$ cat config.mk
export PLATFORM = sky130hd
export DESIGN_NAME = fetch_stage
export DESIGN_NICKNAME = d
export VERILOG_FILES = /design/src/rtl/fetch_stage.sv
export SDC_FILE = /design/constraint.sdc
export NUM_CORES = 2
export LEC_CHECK = 0
export CAP_MARGIN = 10
export CORE_AREA = 2 2 503 505
export CTS_BUF_LIST = sky130_fd_sc_hd__clkbuf_8
export DETAILED_ROUTE_END_ITERATION = 10
export DIE_AREA = 0 0 505 507
export SLEW_MARGIN = 30
export SYNTH_ARGS = -nofsm -noshare
export SYNTH_HDL_FRONTEND = slang
export SYNTH_SLANG_ARGS = --single-unit
$ cat constraint.sdc
create_clock -name clock -period 3 [get_ports clock]
set_input_delay 0.3 -clock clock [delete_from_list [all_inputs] [get_ports clock]]
set_output_delay 0.3 -clock clock [all_outputs]
set_load 0.005 [all_outputs]
$ cat src/rtl/fetch_stage.sv
// Instruction-fetch stage: PC, word-addressed instruction memory with a load port,
// and the IF/ID pipeline register feeding Decode. Handles branch/jump redirects and stalls.
module fetch_stage #(
  parameter int unsigned IMEM_DEPTH = 64,
  parameter logic [31:0] RESET_PC   = 32'h0000_0000
) (
  input  logic        clock,
  input  logic        resetN,
  input  logic        stall,
  input  logic        branchTaken,
  input  logic [31:0] branchTarget,
  input  logic        jump,
  input  logic [25:0] jumpTarget,
  input  logic        imemWriteEnable,
  input  logic [31:0] imemWriteAddress,
  input  logic [31:0] imemWriteData,
  output logic [31:0] pc,
  output logic [31:0] instruction,
  output logic [31:0] pcPlusFour,
  output logic        instructionValid,
  output logic [31:0] fetchCount
);

  localparam int unsigned AddrW = $clog2(IMEM_DEPTH);

  logic [31:0] imem [IMEM_DEPTH];

  logic [31:0] pc_q, pc_d;
  logic [31:0] instr_q, instr_d;
  logic [31:0] pc_plus4_q, pc_plus4_d;
  logic        valid_q, valid_d;
  logic [31:0] count_q, count_d;

  logic [AddrW-1:0] rd_idx;
  logic [AddrW-1:0] wr_idx;
  logic             rd_in_range;
  logic             wr_in_range;
  logic [31:0]      fetch_word;
  logic [31:0]      pc_plus4;

  // Byte-offset bits are ignored on both ports.
  logic unused_lsb;
  assign unused_lsb = ^{imemWriteAddress[1:0], branchTarget[1:0]};

  assign rd_idx      = pc_q[AddrW+1:2];
  assign wr_idx      = imemWriteAddress[AddrW+1:2];
  assign rd_in_range = (pc_q[31:AddrW+2] == '0);
  assign wr_in_range = (imemWriteAddress[31:AddrW+2] == '0);
  assign fetch_word  = rd_in_range ? imem[rd_idx] : 32'h0;
  assign pc_plus4    = pc_q + 32'd4;

  // Read is combinational off the pre-edge array, so a same-cycle write yields old data.
  always_ff @(posedge clock) begin
    if (imemWriteEnable && wr_in_range) begin
      imem[wr_idx] <= imemWriteData;
    end
  end

  always_comb begin
    pc_d       = pc_q;
    instr_d    = instr_q;
    pc_plus4_d = pc_plus4_q;
    valid_d    = valid_q;
    count_d    = count_q;
    if (branchTaken) begin
      pc_d       = {branchTarget[31:2], 2'b00};
      instr_d    = 32'h0;
      pc_plus4_d = 32'h0;
      valid_d    = 1'b0;
    end else if (jump) begin
      pc_d       = {pc_q[31:28], jumpTarget, 2'b00};
      instr_d    = 32'h0;
      pc_plus4_d = 32'h0;
      valid_d    = 1'b0;
    end else if (!stall) begin
      pc_d       = pc_plus4;
      instr_d    = fetch_word;
      pc_plus4_d = pc_plus4;
      valid_d    = 1'b1;
      count_d    = count_q + 32'd1;
    end
  end

  always_ff @(posedge clock or negedge resetN) begin
    if (!resetN) begin
      pc_q       <= RESET_PC;
      instr_q    <= 32'h0;
      pc_plus4_q <= 32'h0;
      valid_q    <= 1'b0;
      count_q    <= 32'h0;
    end else begin
      pc_q       <= pc_d;
      instr_q    <= instr_d;
      pc_plus4_q <= pc_plus4_d;
      valid_q    <= valid_d;
      count_q    <= count_d;
    end
  end

  assign pc               = pc_q;
  assign instruction      = instr_q;
  assign pcPlusFour       = pc_plus4_q;
  assign instructionValid = valid_q;
  assign fetchCount       = count_q;

endmodule

==> run_summary.xml <==
<?xml version="1.0" encoding="UTF-8"?>
<metrics>
  <group name="status">
    <metric name="run_status" unit="">finished, final reports clean</metric>
  </group>
  <group name="sta">
    <metric name="post-route-min-period" unit="ns">2.91</metric>
    <metric name="setup_violations" unit="">0</metric>
    <metric name="slew-limit-headroom" unit="%">32.6</metric>
    <metric name="finalHoldWorstSlack" unit="ns">0.107</metric>
    <metric name="achievable-frequency" unit="MHz">343</metric>
    <metric name="clock-skew-final" unit="ns">0.0499</metric>
    <metric name="max_slew.worst_pin.slew" unit="ns">1.01</metric>
    <metric name="final_min_period_over_clock_period" unit="%">97.1</metric>
    <metric name="finalHoldViolations" unit="">0</metric>
    <metric name="maxSlewViolCount" unit="">0</metric>
    <metric name="worst_slack" unit="ns">0.0882</metric>
    <metric name="fin_setup_tns" unit="ns">0</metric>
  </group>
  <group name="power">
    <metric name="switching_power" unit="mW">15.7</metric>
    <metric name="power_switching_share" unit="%">24.4</metric>
    <metric name="power_frac_comb" unit="%">10.5</metric>
    <metric name="internal-power" unit="mW">48.9</metric>
    <metric name="power.sequential.fraction" unit="%">51.8</metric>
    <metric name="power.density_cell_area" unit="nW/µm²">626</metric>
    <metric name="clock_power_share" unit="%">37.7</metric>
    <metric name="leakagePower" unit="nW">34.1</metric>
    <metric name="vdd.ir_drop.worst" unit="V">0.000386</metric>
  </group>
  <group name="synth">
    <metric name="synth_area_per_cell" unit="µm²">20.7</metric>
    <metric name="yosys.cell_types.count" unit="">67</metric>
    <metric name="synth.largest_area_cell" unit="">sky130_fd_sc_hd__edfxtp_1</metric>
    <metric name="synthesized_area_fraction_occupied_by_and_or_nand_nor_cells" unit="%">2.82</metric>
    <metric name="yosysWarningCount" unit="">0</metric>
    <metric name="synth_area_leaders" unit="">sky130_fd_sc_hd__edfxtp_1 (73%), sky130_fd_sc_hd__mux4_2 (12%), sky130_fd_sc_hd__dfrtp_1 (3.7%), sky130_fd_sc_hd__mux2i_1 (2.4%), sky130_fd_sc_hd__a22oi_1 (0.82%)</metric>
    <metric name="fraction_of_synthesized_cell_area_in_xor_and_xnor_cells" unit="%">0.641</metric>
    <metric name="synth-edff-count" unit="">2048</metric>
    <metric name="post_synthesis_cell_area" unit="µm²">84700</metric>
    <metric name="dominant_synthesized_flop_cell" unit="">sky130_fd_sc_hd__edfxtp_1</metric>
    <metric name="synth-seq-cells" unit="">2174</metric>
    <metric name="synth_top_family_by_area" unit="">multiplexers</metric>
    <metric name="synth_fa_ha_area_share" unit="%">0.0296</metric>
    <metric name="synth_most_common_cell" unit="">sky130_fd_sc_hd__edfxtp_1</metric>
    <metric name="synth.yosys.seq_area_share" unit="%">76.4</metric>
    <metric name="yosys-top-cells-count" unit="">sky130_fd_sc_hd__edfxtp_1 (2,048), sky130_fd_sc_hd__mux4_2 (467), sky130_fd_sc_hd__mux2i_1 (206)</metric>
    <metric name="synth_compound_area_share" unit="%">3.34</metric>
    <metric name="synth.area.mux_share" unit="%">15.3</metric>
    <metric name="syn_inst" unit="">4099</metric>
    <metric name="post-synth-top-area-fraction" unit="%">72.6</metric>
    <metric name="async_reset_ff_share" unit="%">5.80</metric>
  </group>
  <group name="die">
    <metric name="die_w" unit="µm">505</metric>
    <metric name="initial_core_util" unit="%">33.8</metric>
    <metric name="die_area" unit="µm²">256000</metric>
    <metric name="num_rows" unit="">184</metric>
    <metric name="pin_count" unit="">257</metric>
    <metric name="chipHeight" unit="µm">507</metric>
    <metric name="core_area" unit="µm²">250000</metric>
  </group>
  <group name="global_routing">
    <metric name="groute.usage.overall" unit="%">18.4</metric>
    <metric name="antenna_found_initial" unit="">16</metric>
    <metric name="first_global_vias" unit="">45923</metric>
    <metric name="grt-ovfl-total" unit="">0</metric>
    <metric name="grt_max_degree" unit="">65</metric>
    <metric name="grt_first_pass_wirelength" unit="mm">339</metric>
  </group>
  <group name="critical_path">
    <metric name="critical_path.startpoint_type" unit="">flip-flop</metric>
    <metric name="setup.worst_path.end_class" unit="">flip-flop</metric>
    <metric name="critical_path_required" unit="ns">3.92</metric>
    <metric name="timing.critical_path.from" unit="">pc[2]$_DFFE_PN0P_</metric>
    <metric name="r2r_path_start" unit="">pc[2]$_DFFE_PN0P_</metric>
    <metric name="timing.critical_path.arrival" unit="ns">3.83</metric>
    <metric name="path_class" unit="">flip-flop to flip-flop</metric>
    <metric name="timing.critical_path.fanout_max" unit="">14</metric>
    <metric name="ff2ff_path_depth" unit="">8</metric>
  </group>
  <group name="drt">
    <metric name="antenna_left" unit="">0</metric>
    <metric name="drc_errors" unit="">0</metric>
    <metric name="drt_pre_antenna_iters" unit="">5</metric>
    <metric name="post_drt_wl_per_cell" unit="µm">27.7</metric>
    <metric name="finalWirelength" unit="mm">239</metric>
    <metric name="initialDrtViolationCount" unit="">4860</metric>
    <metric name="dr_vias" unit="">45663</metric>
    <metric name="detail_route.vias_per_cell" unit="">5.30</metric>
  </group>
  <group name="cells_and_area">
    <metric name="regArea" unit="µm²">64700</metric>
    <metric name="final-instance-count-excl-fill" unit="">8620</metric>
    <metric name="fillers" unit="">22137</metric>
    <metric name="layout.core_utilization" unit="%">41.2</metric>
    <metric name="nNetsFinal" unit="">5114</metric>
    <metric name="synthesis_to_finish_area_growth" unit="%">21.9</metric>
    <metric name="final_layout_size_suffix_gt1_share" unit="%">29.0</metric>
    <metric name="multi_input_comb_area" unit="µm²">19400</metric>
  </group>
  <group name="worst_hold_path">
    <metric name="holdCritPathClass" unit="">primary input to flip-flop</metric>
    <metric name="worstHoldStart" unit="">jumpTarget[19]</metric>
    <metric name="whs_path_depth" unit="">3</metric>
  </group>
  <group name="placement">
    <metric name="routabilityCongestion" unit="">0.942</metric>
    <metric name="placement.io_buffers" unit="">250</metric>
    <metric name="dpl.cell_count" unit="">7896</metric>
    <metric name="post-dp-hpwl" unit="mm">151</metric>
    <metric name="pre_cts_ws" unit="ns">-0.220</metric>
  </group>
  <group name="cts">
    <metric name="tritoncts_clock_tree" unit="">yes</metric>
    <metric name="tritoncts_sinks" unit="">2174</metric>
    <metric name="clock_insertion_delay_worst_skew" unit="ns">1.06</metric>
    <metric name="tritoncts.num_buffers" unit="">369</metric>
    <metric name="clk_transition_reported_paths" unit="ns">0.06</metric>
    <metric name="clock_tree.root_cell" unit="">sky130_fd_sc_hd__clkbuf_8</metric>
    <metric name="htree_levels" unit="">5</metric>
    <metric name="clk_path_buf_depth" unit="">4</metric>
  </group>
  <group name="flow_run">
    <metric name="cap_viol_max_count" unit="">0</metric>
  </group>
</metrics>
layout by cell type (no fill, tap or decap), types with 49 or more instances in the layout:
cell | netlist | final
sky130_fd_sc_hd__edfxtp_1 | 2048 | 2048
sky130_fd_sc_hd__mux4_2 | 467 | 467
sky130_fd_sc_hd__clkbuf_8 | 0 | 382
sky130_fd_sc_hd__buf_4 | 29 | 289
sky130_fd_sc_hd__clkdlybuf4s50_1 | 0 | 216
sky130_fd_sc_hd__mux2i_1 | 206 | 204
sky130_fd_sc_hd__nand2_1 | 163 | 162
sky130_fd_sc_hd__buf_12 | 0 | 152
sky130_fd_sc_hd__dfrtp_1 | 126 | 121
sky130_fd_sc_hd__inv_1 | 16 | 116
sky130_fd_sc_hd__clkinv_1 | 1 | 100
sky130_fd_sc_hd__a22oi_1 | 93 | 93
sky130_fd_sc_hd__nor2_1 | 145 | 79
sky130_fd_sc_hd__a21oi_1 | 78 | 78
sky130_fd_sc_hd__nor2_4 | 0 | 66
sky130_fd_sc_hd__dlygate4sd3_1 | 0 | 61
sky130_fd_sc_hd__o21ai_0 | 49 | 49
what timing repair did:
item | in CTS | in global routing
hold buffers | 62 | 0
setup buffers | 2 | 0
resized for setup | 10 | 13
endpoints found under the setup margin | 6 | 24
hold endpoints to repair | 1288 | 0
through the flow:
stage	power (mW)	area [µm²]
floorplan	37.5	84700
global placement	40.7	95700
detailed placement	40.8	95800
CTS	65.2	103000
global route	66.9	103000
finish	64.6	103000
registers in the layout, indices dropped and copies added (netlist names):
signal	flops
pcPlusFour	31
instruction	32
instructionValid	1
pc	30
fetchCount	32
imem	2048
per-layer routing:
layer	vias up	global-route usage, %	share of wire, %
li1	18917	-	-
met3	342	3.66	7.8
met5	-	0	0.024
met2	2054	29.0	47
met4	8	6.80	3.4
met1	24342	25.2	42
power by group through the flow:
stage	clock (mW)	sequential, mW	combinational (mW)
6_report	24.3	33.5	6.80
5_1_grt	26.3	33.5	7.17
4_1_cts	24.9	33.5	6.81
3_5_place_dp	0	34.1	6.68
3_3_place_gp	0	34.1	6.61
2_1_floorplan	0	34.0	3.45
final cells by class:
cell class	instances	area share, %
well taps	3348	4.06
clock inverters	263	1.34
diodes	14	0.0339
multi-input cells	1669	18.8
repair buffers	752	8.03
clock buffers	382	5.09
inverters	18	0.0654
flip-flops and latches	2174	62.6
path summary, 6_finish.rpt:
check / to / slack [ns]
setup / recovery: instruction[13]$_DFFE_PN0P_ / 0.09
min in group asynchronous: pc[28]$_DFFE_PN0P_ / 0.47
setup reg to reg: instruction[13]$_DFFE_PN0P_ / 0.09
hold reg to reg: fetchCount[31]$_DFFE_PN0P_ / 0.48
hold / removal: pc[21]$_DFFE_PN0P_ / 0.11
max in group asynchronous: pcPlusFour[10]$_DFFE_PN0P_ / 2.18
worst max-delay path: stages, from the launching register on:
cell and delay [ns]:
sky130_fd_sc_hd__dfrtp_4 0.49, sky130_fd_sc_hd__buf_12 0.19, sky130_fd_sc_hd__buf_4 0.32, sky130_fd_sc_hd__mux4_2 0.56, sky130_fd_sc_hd__mux2i_1 0.16, sky130_fd_sc_hd__nor2_1 0.06
sky130_fd_sc_hd__nor3_1 0.68, sky130_fd_sc_hd__buf_4 0.23, sky130_fd_sc_hd__o21ai_1 0.06
logic make-up after synthesis:
| kind of cell | count (synthesis) |
|---|---|
| fa+ha+maj | 2 |
| mux | 704 |
| other cells | 1 |
| xor+xnor | 62 |
| buf+inv | 257 |
| flops | 2174 |
| compound gates | 400 |
| simple gates | 499 |
Power figures use the tool's default switching activity.
